`config.mk`:
```
export PLATFORM = sky130hd
export DESIGN_NAME = systolic_skew_feeder
export DESIGN_NICKNAME = d
export VERILOG_FILES = /design/src/rtl/tpu_pkg.sv /design/src/rtl/skew_delay_line.sv /design/src/rtl/systolic_skew_feeder.sv
export SDC_FILE = /design/constraint.sdc
export NUM_CORES = 1
export LEC_CHECK = 0
export BUFFER_PORTS_ARGS = -buffer_cell sky130_fd_sc_hd__clkbuf_2
export CAP_MARGIN = 10
export CORE_MARGIN = 5
export CORE_UTILIZATION = 40
export CTS_CLUSTER_DIAMETER = 200
export DETAILED_ROUTE_END_ITERATION = 7
export GPL_TIMING_DRIVEN = 0
export PLACE_DENSITY = 0.57
export SLEW_MARGIN = 20
export SYNTH_ARGS = -nofsm -noshare
export SYNTH_HDL_FRONTEND = slang
export SYNTH_SLANG_ARGS = --single-unit
```
`constraint.sdc`:
```
create_clock -name MCLK -period 13.65 [get_ports MCLK]
set_input_delay 1.365 -clock MCLK [delete_from_list [all_inputs] [get_ports MCLK]]
set_output_delay 1.365 -clock MCLK [all_outputs]
set_load 0.03 [all_outputs]
```
`src/rtl/tpu_pkg.sv`:
```
// Shared constants for the PE-array datapath: lane format and feeder FSM encoding.
package tpu_pkg;

   localparam int unsigned FP_W    = 32;
   localparam logic [FP_W-1:0] FP_ZERO = 32'h0000_0000;

   localparam logic [1:0] IDLE   = 2'd0;
   localparam logic [1:0] STREAM = 2'd1;
   localparam logic [1:0] FLUSH  = 2'd2;

endpackage

```
`src/rtl/skew_delay_line.sv`:
```
// Register chain carrying {valid, data}; output appears DELAY+1 cycles after input.
module skew_delay_line #(
   parameter int unsigned DELAY = 0,
   parameter int unsigned W     = 32
) (
   input  logic         MCLK,
   input  logic         RST,
   input  logic         d_valid,
   input  logic [W-1:0] d_data,
   output logic         q_valid,
   output logic [W-1:0] q_data
);

   logic [W:0] stage_q [DELAY+1];

   always_ff @(posedge MCLK) begin
      if (RST) begin
         for (int k = 0; k <= int'(DELAY); k++) begin
            stage_q[k] <= '0;
         end
      end else begin
         stage_q[0] <= {d_valid, d_data};
         for (int k = 1; k <= int'(DELAY); k++) begin
            stage_q[k] <= stage_q[k-1];
         end
      end
   end

   assign {q_valid, q_data} = stage_q[DELAY];

endmodule

```
`src/rtl/systolic_skew_feeder.sv`:
```
// Buffers N-lane vectors, launches one per cycle into a diagonal skew, and zero-flushes
// the PE array after the last vector of a job before pulsing done.
module systolic_skew_feeder
   import tpu_pkg::*;
#(
   parameter int unsigned N     = 4,
   parameter int unsigned W     = FP_W,
   parameter int unsigned DEPTH = 4
) (
   input  logic           MCLK,
   input  logic           RST,
   input  logic           in_valid,
   output logic           in_ready,
   input  logic [N*W-1:0] in_data,
   input  logic           in_last,
   output logic [N*W-1:0] out_lane,
   output logic [N-1:0]   out_lane_valid,
   output logic           busy,
   output logic           done
);

   localparam int unsigned AW = $clog2(DEPTH);
   localparam int unsigned CW = $clog2(2 * N);
   localparam logic [CW-1:0] FLUSH_LEN = CW'(2 * N - 1);

   // FIFO entry layout: {last, data}
   logic [N*W:0]   mem [DEPTH];
   logic [AW:0]    wr_ptr_q, rd_ptr_q, level;
   logic           full, empty, push, pop;
   logic [N*W-1:0] head_data;
   logic           head_last;

   logic [1:0]     state_q, state_d;
   logic [CW-1:0]  flush_cnt_q, flush_cnt_d;
   logic           last_pend_q, last_pend_d;

   assign level    = wr_ptr_q - rd_ptr_q;
   assign full     = (level == (AW+1)'(DEPTH));
   assign empty    = (level == '0);
   assign in_ready = !full && !RST;
   assign push     = in_valid && in_ready;
   assign {head_last, head_data} = mem[rd_ptr_q[AW-1:0]];

   always_ff @(posedge MCLK) begin
      if (push) begin
         mem[wr_ptr_q[AW-1:0]] <= {in_last, in_data};
      end
   end

   always_ff @(posedge MCLK) begin
      if (RST) begin
         wr_ptr_q    <= '0;
         rd_ptr_q    <= '0;
         state_q     <= IDLE;
         flush_cnt_q <= '0;
         last_pend_q <= 1'b0;
      end else begin
         wr_ptr_q    <= wr_ptr_q + {{AW{1'b0}}, push};
         rd_ptr_q    <= rd_ptr_q + {{AW{1'b0}}, pop};
         state_q     <= state_d;
         flush_cnt_q <= flush_cnt_d;
         last_pend_q <= last_pend_d;
      end
   end

   always_comb begin
      pop         = 1'b0;
      state_d     = state_q;
      flush_cnt_d = flush_cnt_q;
      last_pend_d = last_pend_q;
      unique case (state_q)
         IDLE: begin
            if (!empty) begin
               pop         = 1'b1;
               state_d     = STREAM;
               last_pend_d = head_last;
            end
         end
         STREAM: begin
            // A single-vector job was popped from IDLE; spend this cycle as a bubble.
            if (last_pend_q) begin
               last_pend_d = 1'b0;
               state_d     = FLUSH;
               flush_cnt_d = FLUSH_LEN;
            end else if (!empty) begin
               pop = 1'b1;
               if (head_last) begin
                  state_d     = FLUSH;
                  flush_cnt_d = FLUSH_LEN;
               end
            end
         end
         FLUSH: begin
            if (flush_cnt_q <= CW'(1)) begin
               state_d     = IDLE;
               flush_cnt_d = '0;
            end else begin
               flush_cnt_d = flush_cnt_q - CW'(1);
            end
         end
         default: begin
            state_d     = IDLE;
            flush_cnt_d = '0;
            last_pend_d = 1'b0;
         end
      endcase
   end

   assign busy = (state_q != IDLE);
   assign done = (state_q == FLUSH) && (flush_cnt_q == CW'(1)) && !RST;

   for (genvar i = 0; i < N; i++) begin : g_lane
      logic [W-1:0] launch_data;
      assign launch_data = pop ? head_data[i*W +: W] : W'(FP_ZERO);

      skew_delay_line #(
         .DELAY (i),
         .W     (W)
      ) u_delay (
         .MCLK    (MCLK),
         .RST     (RST),
         .d_valid (pop),
         .d_data  (launch_data),
         .q_valid (out_lane_valid[i]),
         .q_data  (out_lane[i*W +: W])
      );
   end

endmodule
```
==> metrics.md <==
| Metric | Value |
|---|---|
| Met1 Routed Length | `roughly 23000 um` |
| Post-synthesis mux area share | `between 10% and 20%` |
| Met2 wire len | `~29000 um` |
| Clk slew on worst S/H paths | `approximately 60 ps` |
| Register area share after synthesis | `a little under 80%` |
| Post-CTS Setup Repair Bufs | `0` |
| CP startpoint kind | `flop` |
| First-pass GRT wire length | `87980 um` |
| RSZ-0062 raised after global routing | `false` |
| Cell area power density | `approximately 190 nW/um2` |
| Iteration-0 DRC Markers | `approximately 660` |
| Adder-cell share of the synthesized area | `0.4821%` |
| # resized after CTS | `0` |
| Via count | `roughly 14000` |
| Xor-xnor portion of the synthesized cell area | `less than 1%` |
| Final setup violation count | `0` |
| Top Ports | `around 270` |
| Initial Util | `40.15%` |
| Syn Nets | `around 1700` |
| Area Overhead vs Synth | `22.09%` |
| CP max FO | `10` |
| Worst Tran Pin Value | `between 1000 and 1500 ps` |
| Core Area | `approximately 70000 um2` |
| Detailed placer's ending HPWL | `39610 um` |
| Drt drc | `0` |
| Num CTS Buffers | `89` |
| Most common cell in the netlist | `edfxtp_1` |
| PortBufs | `approximately 270` |
| Worst-Skew Late Latency | `slightly above 600 ps` |
| Clock buffer depth | `3` |
| Largest net degree at the start of global routing | `22` |
| Gp weighted congestion | `just over 0.7` |
| Die height | `277.2 um` |
| Total grt overflow | `0` |
| DRT Pass-1 Iters | `5` |
| CP required | `around 14000 ps` |
| Crit end category | `flop` |
| Final Critical Period | `5286 ps` |
| Max Slew Vio Count | `0` |
| Final Cycle Share | `about two fifths` |
| Setup CP Type | `reg2reg` |
| Placed insts | `~2800` |
| Die Wd | `approximately 280 um` |
| Mapped cell area | `approximately 29000 um2` |
| Synth area leaders | `edfxtp_1, dfxtp_1, mux4_2` |
| Sink Count | `~850` |
| Async S/R FF share, synth | `0%` |
| DR vias/cell | `~4.6` |
| Nets | `2096` |
| Routed WL per cell | `19.03 um` |
| CTS root buf | `clkbuf_16` |
| Yosys reg bits | `852` |
| Share of cells above drive strength 1 | `between 30% and 40%` |
| Top layer in use | `met5` |
| H-tree depth | `3` |
| Finished Core Util | `roughly half` |
| Synth unique cells | `37` |
| Antenna violations before repair | `6` |
| Finished Layout Cells | `slightly below 3000` |
| CTS tree | `built` |
| Hold buffer count at cts | `0` |
| Clock Skew | `16.13 ps` |
| Worst IR Drop VDD | `between 0.1 and 0.15 mV` |
| Yosys top cell area share | `a little over half` |
| Cell taking the most area after synthesis | `edfxtp_1` |
| Vias in the first global route | `between 10000 and 15000` |
| EDFF count, synth | `516` |
| Hold_ws | `428.2 ps` |
| Gr usage total | `between 10 and 15%` |
| Run status | `finished clean` |
| Post-synthesis compound-gate area fraction | `less than 1%` |
| Arrival time worst endpoint | `~5600 ps` |
| Top FF cell, synth | `edfxtp_1` |
| # fillers | `roughly 6000` |
| Leak | `12.79 nW` |
| Relative slew margins | `28.59%` |
| Hold Path Class | `reg2reg` |
| Cell Rows | `just under 100` |
| Post-route ant nets | `0` |
| Synth Warn # | `0` |
| Syn_area_per_cell | `18.69 um2` |
| Largest family of logic cells by synthesized area | `multiplexers` |
| Post-Synth Simple-Gate Area | `between 7 and 8%` |
| Die area | `roughly 77000 um2` |
| Routed Wire Length | `around 57000 um` |
| Met3 WL | `3092 um` |
| Max cap viols | `0` |
| Post-synth top cells | `edfxtp_1, dfxtp_1, nor2b_1, mux4_2, and2_1` |
| F_max | `between 150 and 200 MHz` |
| Final Hold Viols | `0` |
| Mapped Cells | `approximately 1500` |
[stage by stage]
step	setup WS (ps)	power (mW)	cell area (um2)	setup TNS (ps)
finish	8364	6.457	34860	0
global route	7945	6.766	34840	0
CTS	8127	6.565	34840	0
detailed placement	8151	4.090	31780	0
global placement	-9114	4.095	31070	-3285820
floorplan	983.8	3.782	28550	0
[area by class of cell]
class / instances / area, um2 / area share (%)
clock buffers: 133 / 2761 / 7.922
multi-input cells: 530 / 5517 / 15.83
repair buffers: 334 / 2011 / 5.768
plain buffers: 135 / 797.0 / 2.287
clock inverters: 31 / 307.8 / 0.8830
flip-flops and latches: 852 / 22220 / 63.75
inverters: 11 / 41.29 / 0.1185
well taps: 950 / 1189 / 3.410
diodes: 5 / 12.51 / 0.03590
[critical path, stage by stage, from the launching register on]
cell and delay [ps]:
dfxtp_1 400, buf_1 630, buf_1 640, inv_1 130, ha_1 210, nor2b_1 180, xnor2_2 140, a31oi_1 310
nand2_1 260, nor3b_2 740, buf_6 240, buf_6 140, buf_4 180, buf_4 200, buf_4 210, buf_6 160
buf_4 180
[sequential cells by signal, indices dropped and copies added, names as in the netlist]
signal                  count
state_q                     2
flush_cnt_q                 3
wr_ptr_q                    3
rd_ptr_q                    3
g_lane.u_delay.stage_q    324
mem                       516
last_pend_q                 1
[path summary, 6_finish.rpt]
check | startpoint | end | slack [ps] | depth (start not counted)
worst max-delay path | rd_ptr_q[1] | mem[2][13] | 8360 | 16
worst min-delay path | g_lane[2].u_delay.stage_q[0][56] | g_lane[2].u_delay.stage_q[0][89] | 430 | 1
worst max register to register | rd_ptr_q[1] | mem[2][13] | 8360 | 16
worst min register to register | g_lane[2].u_delay.stage_q[0][56] | g_lane[2].u_delay.stage_q[0][89] | 430 | 1
[logic make-up (layout without fill, tap and decap cells)]
logic type / count (synthesis) / after routing
multiplexers: 129 / 129
AO/OA/AOI/OAI: 19 / 19
other: 0 / 5
flip-flops: 852 / 852
AND/OR/NAND/NOR: 367 / 367
adder cells (fa/ha/maj): 11 / 11
buffers and inverters: 146 / 644
XOR/XNOR: 4 / 4
[metal layers]
| layer | up-vias | global-route usage (%) |
|---|---|---|
| li1 | 6397 | - |
| met1 | 6812 | 18.51 |
| met2 | 282 | 25.98 |
| met3 | 91 | 3.633 |
| met4 | 2 | 4.383 |
| met5 | - | 0 |
[report_power, final]
group	switching, mW	internal [mW]
logic	0.529	0.451
clock network	0.955	1.50
registers	0.0610	2.96
[cells in the final DEF, fill, tap and decap left out, types with 3 or more instances in the layout]
master      instances
xnor2_1             3
nand2_1            12
clkbuf_2          267
mux4_2            129
clkbuf_8           11
diode_2             5
nand4b_1            4
nor3_2              3
o311ai_0            3
buf_2              26
edfxtp_1          516
clkbuf_16         101
clkinv_2           12
and2_1            128
buf_12              5
ha_1               11
inv_1              11
dfxtp_1           336
nor2_1              5
clkinv_1            5
bufinv_16           5
clkbuf_1           57
buf_4             113
buf_6              17
clkinvlp_4          4
nor2b_1           202
No activity file was read; power rests on OpenSTA's default activity.
